$ cat config.mk
export PLATFORM = sky130hd
export DESIGN_NAME = wm_i2s_master
export DESIGN_NICKNAME = d
export VERILOG_FILES = /design/src/rtl/wm_i2s_master.sv
export SDC_FILE = /design/constraint.sdc
export NUM_CORES = 1
export LEC_CHECK = 0
export ABC_AREA = 0
export BUFFER_PORTS_ARGS = -buffer_cell sky130_fd_sc_hd__buf_2
export CORE_ASPECT_RATIO = 1.5
export CORE_MARGIN = 5
export CORE_UTILIZATION = 60
export CTS_BUF_LIST = sky130_fd_sc_hd__clkbuf_4 sky130_fd_sc_hd__clkbuf_8 sky130_fd_sc_hd__clkbuf_16
export CTS_CLUSTER_DIAMETER = 100
export DETAILED_ROUTE_END_ITERATION = 7
export PLACE_DENSITY = 0.82
export SLEW_MARGIN = 25
export SYNTH_ARGS = -nofsm -noshare
export SYNTH_HDL_FRONTEND = slang
export SYNTH_SLANG_ARGS = --single-unit
$ cat constraint.sdc
create_clock -name clk -period 3.9 [get_ports clk]
set_clock_uncertainty 0.15 [all_clocks]
set_input_delay 0.39 -clock clk [delete_from_list [all_inputs] [get_ports clk]]
set_output_delay 0.39 -clock clk [all_outputs]
set_load 0.005 [all_outputs]
$ cat src/rtl/wm_i2s_master.sv
// I2S master serialiser: divides clk down to bclk and sends one
// mono sample per frame on both the left and right slots.
module wm_i2s_master #(
  parameter int BCLK_DIV    = 4,
  parameter int SAMPLE_BITS = 16
) (
  input  logic                   clk,
  input  logic                   rst,
  input  logic                   en,
  input  logic [SAMPLE_BITS-1:0] s_data,
  input  logic                   s_valid,
  output logic                   s_ready,
  output logic                   aud_bclk,
  output logic                   aud_daclrc,
  output logic                   aud_dacdat,
  output logic                   frame_start,
  output logic                   underrun
);

  localparam logic [7:0] DIV_MAX = 8'(BCLK_DIV - 1);
  localparam logic [4:0] SB      = 5'(SAMPLE_BITS);

  logic [7:0]             div_q, div_d;
  logic [5:0]             bit_q, bit_d, bit_n;
  logic [SAMPLE_BITS-1:0] word_q, word_d;
  logic [SAMPLE_BITS-1:0] hold_q, hold_d;
  logic                   full_q, full_d;
  logic                   bclk_d, lrc_d, dat_d;
  logic                   fs_d, ur_d;
  logic                   tick, rise, load, xfer;
  logic [4:0]             slot, idx;
  logic [31:0]            word_x;
  logic                   dat_n;

  assign s_ready = ~full_q;
  assign xfer    = s_valid & ~full_q;
  assign tick    = en & (div_q == DIV_MAX);
  assign rise    = tick & ~aud_bclk;
  assign bit_n   = bit_q + 6'd1;
  assign load    = rise & (bit_n == 6'd0);

  // Slot position is the same for both halves of the frame
  assign slot   = bit_n[4:0];
  assign idx    = SB - slot;
  assign word_x = 32'(word_q);
  assign dat_n  = (slot != 5'd0) && (slot <= SB) ? word_x[idx] : 1'b0;

  always_comb begin
    div_d  = div_q;
    bit_d  = bit_q;
    bclk_d = aud_bclk;
    lrc_d  = aud_daclrc;
    dat_d  = aud_dacdat;
    fs_d   = 1'b0;
    ur_d   = 1'b0;
    word_d = word_q;
    hold_d = hold_q;
    full_d = full_q;

    if (xfer) begin
      hold_d = s_data;
      full_d = 1'b1;
    end else if (load && full_q) begin
      full_d = 1'b0;
    end

    // No bypass: an empty holding register repeats the last word
    if (load) begin
      fs_d = 1'b1;
      if (full_q) word_d = hold_q;
      else        ur_d   = 1'b1;
    end

    unique case (1'b1)
      !en: begin
        div_d  = 8'd0;
        bit_d  = 6'h3f;
        bclk_d = 1'b0;
        lrc_d  = 1'b1;
        dat_d  = 1'b0;
      end
      tick: begin
        div_d  = 8'd0;
        bclk_d = ~aud_bclk;
        if (rise) begin
          bit_d = bit_n;
          lrc_d = bit_n[5];
          dat_d = dat_n;
        end
      end
      default: div_d = div_q + 8'd1;
    endcase
  end

  always_ff @(posedge clk) begin
    if (rst) begin
      div_q       <= 8'd0;
      bit_q       <= 6'h3f;
      aud_bclk    <= 1'b0;
      aud_daclrc  <= 1'b1;
      aud_dacdat  <= 1'b0;
      frame_start <= 1'b0;
      underrun    <= 1'b0;
      word_q      <= '0;
      hold_q      <= '0;
      full_q      <= 1'b0;
    end else begin
      div_q       <= div_d;
      bit_q       <= bit_d;
      aud_bclk    <= bclk_d;
      aud_daclrc  <= lrc_d;
      aud_dacdat  <= dat_d;
      frame_start <= fs_d;
      underrun    <= ur_d;
      word_q      <= word_d;
      hold_q      <= hold_d;
      full_q      <= full_d;
    end
  end

endmodule

---- Word level (Yosys, flattened, before mapping) ----
Index checks and enable logic that the tools add are counted.
storage, ports and cells
  register bits after elaboration ......... 52
  memories ................................ 0
  logic and storage cells ................. 49
  input port bits ......................... 20
  ROM bits ................................ 0
  RAM bits ................................ 0
  bits in latches ......................... 0
operators by class
  $mul .................................... 0
  eq/ne operators ......................... 2
  reductions and logical operators ........ 11
  bitwise logic cells ..................... 7
  multiplexer cells ....................... 14
  divide/modulo/power cells ............... 0
  shift operators ......................... 0
  $lt $le $gt $ge ......................... 2
  $add $sub $neg .......................... 3
operator list
  kind                 count
  $pmux 6 s2           1
  $add 8x1->8 const B  1
  $eq 8x2->1 const B   1
  $mux 1               8
  $add 6x1->6 const B  1
  $logic_not 6->1      1
  $lt 5x6->1 const B   1
  $mux 6               1
  $pmux 1 s2           3
  $bmux 1 s5           1
  $le 5x5->1 const B   1
  $reduce_bool 5->1    1
  $sub 5x5->5 const A  1
  $and 1x1->1          4
  $reduce_and 2->1     2
  $reduce_bool 2->1    2
  $not 1->1            3
  $reduce_or 3->1      1
  $logic_and 1x1->1    2
  $ne 2x1->1 const B   1
  $reduce_or 2->1      1
  $logic_not 1->1      1

---- Longest topological paths before layout ----
  depth in word-level cells ............... 7
  gate-level depth with buffers ........... 9

---- Worst setup path before layout ----
Ideal clock, no wire load.
  path kind ............................... register to register
  start point ............................. register div_q[4]
  end point ............................... register word_q[10]
  path slack .............................. 1.708 ns
  arrival ................................. 1.972 ns
  cell stages (with the launch flop) ...... 9
  path buffers ............................ 2
  cell sequence ........................... dfxtp_1 -> or4_1 -> or3_4 -> nor2_8 -> and4b_1 -> buf_6 -> buf_12 -> nand2_2 -> a21oi_2
between the ends
  cells in the longest elaborated chain, start to end .. 5
RTL lines
  element                     RTL line  source
  start: declaration          23        logic [7:0] div_q, div_d;
  start signal: assignment    108       div_q <= div_d;
  $eq 8x2->1                  37        assign tick = en & (div_q == DIV_MAX);
  $and 1x1->1                 37
  $and 1x1->1                 38        assign rise = tick & ~aud_bclk;
  $and 1x1->1                 40        assign load = rise & (bit_n == 6'd0);
  $reduce_and 2->1 (no line)  --
  end signal: assignment      115       word_q <= word_d;
  end: declaration            25        logic [SAMPLE_BITS-1:0] word_q, word_d;
No other way between the ends.
A chain may end at the register's enable or synchronous reset.

---- Worst setup path in the final report ----
  start point ............................. register div_q[4]
  end point ............................... register word_q[15]
The elaborated chain is that of the path after synthesis.

==> impl_metrics.py <==
metrics = {
    "run_status": {
        "status": "complete, no violations",
    },
    "yosys": {
        "synth_top_area_share_pct": 45.5,
        "synth_edf_count": 0,
        "async_flop_share_pct": 0,
        "synth-xor-area-share_pct": 4.29,
        "ys_seq_area_share_pct": 45.5,
        "synth_adder_area_share_pct": 1.11,
        "synth.distinct_cells": 42,
        "ys_warn_count": 0,
        "ys.flop_type": "dfxtp_1",
        "synth_top_area_cell": "dfxtp_1",
        "muxShareOfSynthArea_pct": 4.46,
        "syn-cell-area_um2": 2240,
        "synth_common_cells": "71 x nand2_1, 51 x dfxtp_1, 25 x a21oi_1, 9 x a21oi_2, 9 x nand2_2",
        "synth.avg_cell_area_um2": 8.91,
        "netlist_instances": 252,
        "synth.most_common_cell": "nand2_1",
        "syn_nets": 274,
        "synth_compound_area_share_pct": 12.1,
        "synth_simple_gate_area_share_pct": 26.8,
        "synth.area.top_cells": "dfxtp_1 45%, nand2_1 12%, a21oi_1 5.6%",
        "synth_seq_cells": 51,
        "synth_top_family_by_area": "simple AND/OR/NAND/NOR gates",
    },
    "sta": {
        "tightest_slew_ns": 0.771,
        "fmax_mhz": 371,
        "fin_crit_ns": 2.69,
        "post-route-period-util_pct": 69.1,
        "final-hold-violation-count": 0,
        "rsz0062_at_grt": "false",
        "max-slew-margin-rel_pct": 48.6,
        "final.setup.tns_ns": 0,
        "slew_viol_final": 0,
        "setup_viol": 0,
    },
    "grt": {
        "grtUsageTotal_pct": 17.1,
        "grt_first_pass_wirelength_um": 6850,
        "antenna_found_initial": 0,
        "grt_start_max_net_pins": 37,
        "grt_pass1_vias": 1629,
        "grt-ovfl-total": 0,
    },
    "cts": {
        "cts_setup_buffers": 0,
        "insertion_delay_ns": 0.30,
        "cts_buffers": 5,
        "cts.sinks": 51,
        "clockRootBuffer": "clkbuf_8",
        "cts_resized": 0,
        "cts_tree": "built",
        "cts_buffer_depth": 2,
        "cts_hold_buf": 0,
        "htreeDepth": 2,
        "clk_pin_slew_ns": 0.09,
    },
    "pwr": {
        "finalPower_uw": 963,
        "leakagePower_nw": 0.904,
        "power_density_nw_per_um2": 398,
        "ir_drop_uv": 389,
    },
    "die": {
        "die-area_um2": 5090,
        "io_pins": 26,
        "die_x_um": 59.9,
        "initial_core_util_pct": 61.5,
        "num_rows": 27,
        "die_h_um": 84.9,
        "coreArea_um2": 3650,
    },
    "detailed_routing": {
        "drtAntennaViolNets": 0,
        "num_vias": 1679,
        "vias_per_cell": 5.36,
        "dr.first_iter.drc_count": 39,
        "wl_per_cell_um": 12.4,
        "drc": 0,
        "drt-pass1-iter-count": 4,
        "routed_wl_um": 3890,
    },
    "layout": {
        "fin_cells": 313,
        "area_growth_pct": 7.92,
        "fin_nets": 291,
        "antennaDiodeCount": 0,
        "layout-drive-gt1-share_pct": 23.3,
    },
    "place": {
        "io_buffers": 25,
        "place_congestion": 0.824,
        "post-place-cells": 305,
        "dp_hpwl_um": 2760,
    },
    "setup_path": {
        "worst_ep_arrival_time_ns": 2.77,
        "critPathLaunchType": "flip-flop",
        "cp-end-kind": "flip-flop",
        "critPathMaxFanout": 17,
        "max_stage_delay_ns": 0.72,
        "slowest_stage": "and4b_1",
        "critical_path_class": "flip-flop to flip-flop",
        "worstPathRequired_ns": 3.98,
        "worstPathCellList": "or4_1 -> or3_4 -> nor2_8 -> and4b_1 -> nand2_1 -> a21oi_1",
    },
    "min_path": {
        "hold_class": "input pin to flip-flop",
    },
    "run": {
        "cap_violations": 0,
    },
}
[cell type report]
class	count	area, µm²
fill	320	1230
multi-input combinational	184	1100
sequential	51	1020
timing repair buffer	25	125
clock buffer	6	82.6
tap	43	53.8
clock inverter	2	35.0
inverter	2	7.51
[per-layer routing]
| metal | vias up | global-route usage (%) | wire, µm |
|---|---|---|---|
| met2 | 29 | 29.8 | 2060 |
| met4 | 0 | 7.06 | 48 |
| met3 | 5 | 4.87 | 192 |
| met5 | - | 0 | 0 |
| li1 | 879 | - | - |
| met1 | 766 | 18.6 | 1590 |
[worst max-delay path: cells and delay by family, from the launching register on]
family | cells | cell delay (ns)
compound gates | 1 | 0.17
flops | 1 | 0.35
simple gates | 5 | 1.94
[cells by family (layout without fill, tap and decap cells)]
family	Yosys count	in the layout
adders and majority gates	2	2
buffers and inverters	17	35
DFF	51	51
xor gates and xnor gates	11	11
and+or+nand+nor	123	123
AOI/OAI and AO/OA	43	43
muxes	5	5
[registers in the layout (all words and copies together) (netlist names)]
register     flops
aud_bclk         1
aud_dacdat       1
aud_daclrc       1
bit_q            5
div_q            8
frame_start      1
full_q           1
hold_q          16
underrun         1
word_q          16
[through the flow]
stage                     area (µm²)  hold WS, ns  worst slack [ns]  utilization, %
after floorplan                 2240        0.263              1.71               -
after global placement          2300        0.272              1.32            63.1
after detailed placement        2300        0.286              1.24            63.1
after CTS                       2420        0.161              1.20            66.3
after global routing            2420        0.152             0.972            66.4
final                           2420        0.163              1.21            66.4
[report_power, final]
group	switching (mW)	total [mW]	internal, mW
Clock	0.169	0.376	0.208
Combinational	0.0277	0.0468	0.0191
Sequential	0.00840	0.540	0.532
Total	0.205	0.963	0.759
[cell usage in the layout (no fill, tap or decap), types with 2 or more instances in the layout]
cell type and count:
inv_1 2, nand3_1 5, ha_1 2, a21oi_2 9, dfxtp_1 51, mux4_2 4
nand2b_1 4, a31oi_1 2, nor2_1 8, buf_2 25, xnor2_1 7, and3_2 4
nor2b_1 3, nor3_1 5, nand4_1 2, xor2_1 4, a21oi_1 25, nand2_1 71
nand2_2 9, clkbuf_8 6
[path summary, 6_finish.rpt]
| kind | cells after the start | from | slack (ns) | to |
|---|---|---|---|---|
| min | 3 | s_data[1] | 0.16 | hold_q[1]$_SDFFE_PP0P_ |
| min reg2reg | 1 | div_q[0]$_SDFF_PP0_ | 0.30 | div_q[0]$_SDFF_PP0_ |
| max | 6 | div_q[4]$_SDFF_PP0_ | 1.21 | word_q[15]$_SDFFE_PP0P_ |
| max reg2reg | 6 | div_q[4]$_SDFF_PP0_ | 1.21 | word_q[15]$_SDFFE_PP0P_ |
Note: power is estimated with default switching activity, not from simulation.
